===== src/rtl/div_pkg.sv =====
// Shared types and constants for the restoring divide unit.
// Imported by the divider top and its datapath helpers.
package div_pkg;

  typedef enum logic {
    IDLE = 1'b0,
    RUN  = 1'b1
  } state_t;

  localparam int MAX_WIDTH = 16;

  // Sized for the widest legal operand so one package serves every WIDTH.
  localparam int CNT_W = $clog2(MAX_WIDTH + 1);

  localparam logic [MAX_WIDTH-1:0] DBZ_QUO = '1;

endpackage


===== src/rtl/addsub_n.sv =====
// N-bit ripple add/subtract: sum = a + (b ^ {N{k}}) + k.
// cout=1 on a subtract means the difference is non-negative.
module addsub_n #(
  parameter int N = 5
) (
  input  logic [N-1:0] a,
  input  logic [N-1:0] b,
  input  logic         k,
  output logic [N-1:0] sum,
  output logic         cout
);

  always_comb begin
    logic c;
    logic bx;
    c   = k;
    bx  = 1'b0;
    sum = '0;
    for (int i = 0; i < N; i++) begin
      bx     = b[i] ^ k;
      sum[i] = a[i] ^ bx ^ c;
      c      = (a[i] & bx) | (c & (a[i] ^ bx));
    end
    cout = c;
  end

endmodule


===== src/rtl/seq_div_restoring.sv =====
// Multi-cycle unsigned restoring divider, one quotient bit per clock.
// start/done handshake; results held until the next accepted start.
module seq_div_restoring
  import div_pkg::*;
#(
  parameter int WIDTH = 4
) (
  input  logic             clk,
  input  logic             rst_n,
  input  logic             start,
  input  logic [WIDTH-1:0] dividend,
  input  logic [WIDTH-1:0] divisor,
  output logic             busy,
  output logic             done,
  output logic [WIDTH-1:0] quotient,
  output logic [WIDTH-1:0] remainder,
  output logic             div_by_zero
);

  state_t           state;
  logic [WIDTH-1:0] rem;
  logic [WIDTH-1:0] quo;
  logic [WIDTH-1:0] dvs;
  logic [CNT_W-1:0] cnt;

  logic [WIDTH:0]   shifted;
  logic [WIDTH:0]   trial;
  logic             cout;
  logic             nonneg;
  logic [WIDTH-1:0] rem_nx;
  logic [WIDTH-1:0] quo_nx;

  assign shifted = {rem, quo[WIDTH-1]};

  addsub_n #(
    .N(WIDTH + 1)
  ) u_sub (
    .a   (shifted),
    .b   ({1'b0, dvs}),
    .k   (1'b1),
    .sum (trial),
    .cout(cout)
  );

  // Both flags agree for in-range operands; sign bit is the primary test.
  assign nonneg = cout & ~trial[WIDTH];
  assign rem_nx = nonneg ? trial[WIDTH-1:0] : shifted[WIDTH-1:0];
  assign quo_nx = {quo[WIDTH-2:0], nonneg};

  always_ff @(posedge clk or negedge rst_n) begin
    if (!rst_n) begin
      state       <= IDLE;
      busy        <= 1'b0;
      done        <= 1'b0;
      quotient    <= '0;
      remainder   <= '0;
      div_by_zero <= 1'b0;
      rem         <= '0;
      quo         <= '0;
      dvs         <= '0;
      cnt         <= '0;
    end else begin
      done <= 1'b0;
      unique case (state)
        IDLE: begin
          if (start) begin
            dvs         <= divisor;
            div_by_zero <= 1'b0;
            if (divisor == '0) begin
              quotient    <= DBZ_QUO[WIDTH-1:0];
              remainder   <= dividend;
              div_by_zero <= 1'b1;
              done        <= 1'b1;
            end else begin
              state <= RUN;
              busy  <= 1'b1;
              rem   <= '0;
              quo   <= dividend;
              cnt   <= '0;
            end
          end
        end
        RUN: begin
          rem <= rem_nx;
          quo <= quo_nx;
          cnt <= cnt + CNT_W'(1);
          if (cnt == CNT_W'(WIDTH - 1)) begin
            quotient  <= quo_nx;
            remainder <= rem_nx;
            done      <= 1'b1;
            busy      <= 1'b0;
            state     <= IDLE;
          end
        end
        default: state <= IDLE;
      endcase
    end
  end

endmodule

===== config.mk =====
export PLATFORM = sky130hd
export DESIGN_NAME = seq_div_restoring
export DESIGN_NICKNAME = d
export VERILOG_FILES = /design/src/rtl/div_pkg.sv /design/src/rtl/addsub_n.sv /design/src/rtl/seq_div_restoring.sv
export SDC_FILE = /design/constraint.sdc
export NUM_CORES = 1
export LEC_CHECK = 0
export BUFFER_PORTS_ARGS = -buffer_cell sky130_fd_sc_hd__buf_2
export CAP_MARGIN = 10
export CELL_PAD_IN_SITES_DETAIL_PLACEMENT = 0
export CELL_PAD_IN_SITES_GLOBAL_PLACEMENT = 1
export CORE_MARGIN = 4
export CORE_UTILIZATION = 25
export CTS_CLUSTER_DIAMETER = 200
export CTS_CLUSTER_SIZE = 24
export DETAILED_ROUTE_END_ITERATION = 10
export GPL_TIMING_DRIVEN = 0
export HOLD_SLACK_MARGIN = 0.1
export PLACE_DENSITY = 0.58
export SYNTH_ARGS = -nofsm -noshare
export SYNTH_HDL_FRONTEND = slang
export SYNTH_SLANG_ARGS = --single-unit

===== constraint.sdc =====
create_clock -name clk -period 4.05 [get_ports clk]
set_input_delay 0.405 -clock clk [delete_from_list [all_inputs] [get_ports clk]]
set_output_delay 0.405 -clock clk [all_outputs]
set_load 0.02 [all_outputs]

Yosys cells after proc, flatten, opt, wreduce, memory -nomap -nowiden --
Index checks and enable logic that the tools add are counted.
Storage, ports and cells: output and inout bits 11, bits of input ports 11, word-level logic and storage cells 81, register bits 29
Cells by class: muxes and demuxes 30, $add $sub $neg 1, bitwise gates (word level) 30, equal/unequal tests 5, reduce and logical (&&, ||, !) cells 5
Operators by type and width (count):
- two-way mux 4 bit | 11
- one-hot mux 4 bit (2 select lines) | 4
- two-way mux 5 bit | 2
- one-hot mux 5 bit (2 select lines) | 1
- bitwise AND 1 bit | 9
- two-way mux 1 bit | 9
- inverter 1 bit | 8
- bitwise XOR 1 bit | 8
- != test 2 bit, second input constant | 3
- one-hot mux 1 bit (2 select lines) | 3
- AND reduction 3 bit | 2
- adder 5 x 1 -> 5 bit, second input constant | 1
- equality test 5 x 2 -> 1 bit, second input constant | 1
- bitwise OR 1 bit | 5
- logical NOT 4 bit | 1
- AND reduction 2 bit | 2
- != test 2 x 1 -> 1 bit, second input constant | 1

Depth between registers and ports, before layout --
word-level depth 15, depth in mapped cells 12, depth with buffers taken out 12

By module --
A second synthesis with hierarchy kept.
Second synthesis, totals: cells, all modules 147, area, all modules 1600.3 sq um
Modules (own cells, without submodules):
- seq_div_restoring | area each 1421.4 sq um, seq. area each 725.7 sq um, cells each 129, instances 1
- addsub_n | area each 178.9 sq um, seq. area each 0.0 sq um, cells each 18, instances 1

Worst setup path after synthesis --
No wires, ideal clock.
path kind reg-to-reg, start point register quo[3], end point register remainder[1], clock period less this slack 2.549 ns, cell stages (with the launch flop) 13, arrival time 2.431 ns, setup slack 1.501 ns, required time 3.932 ns, setup time 0.118 ns, path buffers 0, cell sequence dfrtp_1 inv_1 ha_1 inv_1 fa_1 inv_1 fa_1 inv_1 fa_1 xnor2_2 mux2i_1 a211oi_1 a21o_1
On the way: longest elaborated chain between the ends 14, elaborated cells on any way between the ends 18, those cells by class mux (3); bitwise (15)
Ends and longest elaborated chain:
- start, declared | RTL line seq_div_restoring.sv:22 | logic [WIDTH-1:0] quo;
- start signal, assigned | RTL line seq_div_restoring.sv:78 | quo <= dividend;
- start signal, assigned | RTL line seq_div_restoring.sv:85 | quo <= quo_nx;
- bitwise AND 1 bit / bitwise XOR 1 bit (equally long branches) | RTL line addsub_n.sv:22 | c = (a[i] & bx) | (c & (a[i] ^ bx));
- bitwise OR 1 bit (*) | RTL line addsub_n.sv:22
- bitwise AND 1 bit | RTL line addsub_n.sv:22
- bitwise OR 1 bit | RTL line addsub_n.sv:22
- bitwise AND 1 bit | RTL line addsub_n.sv:22
- bitwise OR 1 bit | RTL line addsub_n.sv:22
- bitwise AND 1 bit | RTL line addsub_n.sv:22
- bitwise OR 1 bit | RTL line addsub_n.sv:22
- bitwise AND 1 bit / bitwise XOR 1 bit (equally long branches) | RTL line addsub_n.sv:22, addsub_n.sv:21
- bitwise OR 1 bit / inverter 1 bit (equally long branches) | RTL line addsub_n.sv:22, seq_div_restoring.sv:46
- bitwise AND 1 bit | RTL line seq_div_restoring.sv:46 | assign nonneg = cout & ~trial[WIDTH];
- two-way mux 4 bit (*) | RTL line seq_div_restoring.sv:47 | assign rem_nx = nonneg ? trial[WIDTH-1:0] : shifted[WIDTH-1:0];
- two-way mux 4 bit (*) | RTL line seq_div_restoring.sv:87 | if (cnt == CNT_W'(WIDTH - 1)) begin
- one-hot mux 4 bit (2 select lines) (*) | RTL line seq_div_restoring.sv:64 | unique case (state)
- end signal, assigned | RTL line seq_div_restoring.sv:71 | remainder <= dividend;
- end signal, assigned | RTL line seq_div_restoring.sv:89 | remainder <= rem_nx;
- end, declared | RTL line seq_div_restoring.sv:16 | output logic [WIDTH-1:0] remainder,
Mark *: on every way between the ends. The rest lies on a longest branch, timed or not. The select of a mux whose other input is x is not followed. A chain may end at the register's enable or synchronous reset.

Final worst setup path --
start point register quo[3], end point register remainder[3]
On the way: longest elaborated chain between the ends 14, elaborated cells on any way between the ends 18, those cells by class mux (3); bitwise (15)
Ends and longest elaborated chain (RTL line):
- bitwise AND 1 bit / bitwise XOR 1 bit (equally long branches) | addsub_n.sv:22
- bitwise OR 1 bit (*) | addsub_n.sv:22
- bitwise AND 1 bit (*) | addsub_n.sv:22
- bitwise OR 1 bit (*) | addsub_n.sv:22
- bitwise AND 1 bit (*) | addsub_n.sv:22
- bitwise OR 1 bit (*) | addsub_n.sv:22
- bitwise AND 1 bit | addsub_n.sv:22
- bitwise OR 1 bit | addsub_n.sv:22
- bitwise AND 1 bit / bitwise XOR 1 bit (equally long branches) | addsub_n.sv:22, addsub_n.sv:21
- bitwise OR 1 bit / inverter 1 bit (equally long branches) | addsub_n.sv:22, seq_div_restoring.sv:46
- bitwise AND 1 bit | seq_div_restoring.sv:46
- two-way mux 4 bit (*) | seq_div_restoring.sv:47
- two-way mux 4 bit (*) | seq_div_restoring.sv:87
- one-hot mux 4 bit (2 select lines) (*) | seq_div_restoring.sv:64
Marks and branches as above.

==> reports/summary.txt <==
Distinct cell type count after synthesis = 33
CTS tree = yes
CP peak stage delay = 0.41 ns
Post-DP HPWL = 2.361 mm
Detail Route Antenna Nets = 0
Reg2Reg Launch Point = quo[3]
Initial antenna violation count = 0
Routability cong. = 0.7463
Ports = 22
Max FO, Critical Path = 9
GRT Max-Usage Layer = met2
Gr usage total = 9.666%
Die height = 83.77 µm
Final #Nets = 178
Worst R2R Setup Slack = 1.24 ns
Post-route cell area = 1747 µm²
Clock transition at path regs = 0.06 ns
RSZ-0062 raised after global routing = false
Wire per inst = 12.97 µm
Clock skew = 0.009109 ns
CP Class = register to register
Syn Area/Cell = 10.71 µm²
Fin Setup TNS = 0 ns
Vias = 1030
# DRC = 0
Vias in the first global route = 1099
Area after DPL = 1630 µm²
DRT Pass-1 Iters = 4
Die outline area = 7017 µm²
IO Port Bufs = 21
Skew-Pair Late Insertion Delay = 0.28 ns
Warning count from the yosys run = 0
Post-Syn Instances = 134
Synth Net Count = 150
WL final = 3.047 mm
Largest net degree at the start of global routing = 30
Via density = 4.383
Hold Crit Class = primary input to asynchronous set/reset pin
Number of hold buffers added after CTS = 0
Crit start category = register
Worst r2r dst = remainder[3]
M3 GR Usage = 4.442%
CTS buffer count = 5
Cell mode on critical path = inv_1
Min cycle time layout = 2.811 ns
DRT iter0 DRCs = 33
First-pass GRT wire length = 5.237 mm
Peak VDD IR = 0.2883 mV
H-tree Lvls = 2
Clock Tree Buf Depth = 2
Final hold vios = 0
Worst slew pin tran = 0.7372 ns
Root Driver = clkbuf_8
Slowest CP cell = fa_1
Fin util = 31.53%
Setup violators final = 0
Post-CTS sizing = 0
Synth-to-layout area growth = 21.71%
Power Density = 876.0 nW/µm²
Crit path cell chain = inv_1 > ha_1 > inv_1 > fa_1 > inv_1 > fa_1 > inv_1 > fa_1 > xnor2_2 > mux2i_1 > a211oi_1 > a21o_1
Relative slew slack = 50.69%
Inserted Diodes = 0
Sink Count = 29
Initial core utilization = 25.90%
Minimum hold slack = 0.1575 ns
Post-Syn Area = 1435 µm²
CP endpoint kind = register
Max Cap Viol = 0
Status = complete, no violations
Flip-flop and latch count after synthesis = 29
Max-slew violations = 0
Met2 usage = 14.32%
Peak Freq = 355.8 MHz
CORE AREA = 5540 µm²
Crit path DAT = 2.97 ns
Reg2Reg Depth = 12
CP required = 4.21 ns
Sequential cell area fraction in the yosys report = 50.57%
Leak = 0.8400 nW
# rows = 27
Grt total ovfl = 0
Setup Buffers After CTS = 0
Final worst path period share = 69.41%
Die width = 83.77 µm
Met1 Use GR = 12.32%
Fraction of layout cells with a size suffix above 1 = 23.93%
[Yosys cell counts, drive strengths merged]
cell type  number  area share [%]
dfrtp          29              51
nand2          26             6.8
o21ai          11             3.8
inv            10             2.6
nor2            7             1.8
mux2i           6             4.2
a21boi          4             2.1
a22o            4             2.4
mux2            4             3.1
buf             3             1.4
fa              3             4.2
nand2b          3             1.3
xnor2           3             2.4
a211oi          2             1.0
a21o            2             1.0
and2            2            0.87
clkbuf          2            0.61
ha              2             1.7
nand3           2            0.70
o211ai          2             1.0
a22oi           1            0.87
nor2b           1            0.44
nor4            1            0.87
nor4b           1             1.0
o22ai           1            0.44
o41ai           1             1.9
xor2            1            0.61
[cells by family (layout without fill, tap and decap cells)]
family,count (synthesis),after routing,synth area share [%]
muxes,10,10,7.323
DFF,29,29,50.57
and+or+nand+nor,43,43,13.86
adders and majority gates,5,5,5.928
AOI/OAI and AO/OA,28,28,14.73
buffers and inverters,15,44,4.620
xor gates and xnor gates,4,4,2.965
[where the power goes]
part           switching (W)  internal, W
registers          0.0000956     0.000433
clock network       0.000106     0.000200
logic               0.000384     0.000311
[registers in the layout (all words and copies together) (netlist names)]
register     flops
dvs              4
rem              4
quo              4
done             1
div_by_zero      1
busy             1
cnt              5
remainder        4
state            1
quotient         4
[how the worst max path moves through the flow]
stage,end,from,depth (start not counted)
5_1_grt,remainder[3],quo[3],12
3_5_place_dp,remainder[1],quo[3],12
3_3_place_gp,remainder[1],quo[3],12
6_report,remainder[3],quo[3],12
2_1_floorplan,remainder[1],quo[3],12
4_1_cts,remainder[1],quo[3],12
[stage by stage]
stage	setup WS (ns)	cells	total power, W
2_1_floorplan	1.501	134	0.001047
3_3_place_gp	1.272	227	0.001216
3_5_place_dp	1.227	227	0.001247
4_1_cts	1.205	235	0.001563
5_1_grt	1.024	235	0.001680
6_report	1.239	235	0.001530
[cell usage in the layout, fill, tap and decap left out, types with 2 or more instances in the layout]
| cell | n |
|---|---|
| a211oi_1 | 2 |
| a21boi_1 | 4 |
| a21o_1 | 2 |
| a22o_1 | 4 |
| and2_1 | 2 |
| buf_2 | 22 |
| clkbuf_1 | 2 |
| clkbuf_8 | 6 |
| dfrtp_1 | 29 |
| fa_1 | 3 |
| ha_1 | 2 |
| inv_1 | 10 |
| mux2_2 | 3 |
| mux2i_1 | 6 |
| nand2_1 | 26 |
| nand2b_1 | 3 |
| nand3_1 | 2 |
| nor2_1 | 7 |
| o211ai_1 | 2 |
| o21ai_0 | 4 |
| o21ai_1 | 7 |
| xnor2_1 | 2 |
[layout make-up]
| class | instances | area [µm²] |
|---|---|---|
| repair buffers | 21 | 105.1 |
| clock inverters | 1 | 30.03 |
| inverters | 10 | 37.54 |
| fillers | 601 | 3794 |
| clock buffers | 7 | 86.33 |
| well taps | 72 | 90.09 |
| plain buffers | 5 | 28.78 |
| multi-input cells | 90 | 643.1 |
| flip-flops and latches | 29 | 725.7 |
[critical path, delay by kind of cell, from the launching register on]
family	cells	cell delay, ns
mux	1	0.31
buf+inv	4	0.25
xor+xnor	1	0.41
compound gates	2	0.28
flops	1	0.39
fa+ha+maj	4	1.06
[routing by layer]
| layer | wire length, µm | vias up |
|---|---|---|
| li1 | - | 505 |
| met3 | 129 | 2 |
| met2 | 1422 | 16 |
| met1 | 1476 | 507 |
| met5 | 0 | - |
| met4 | 19 | 0 |
Note: power is estimated with default switching activity, not from simulation.
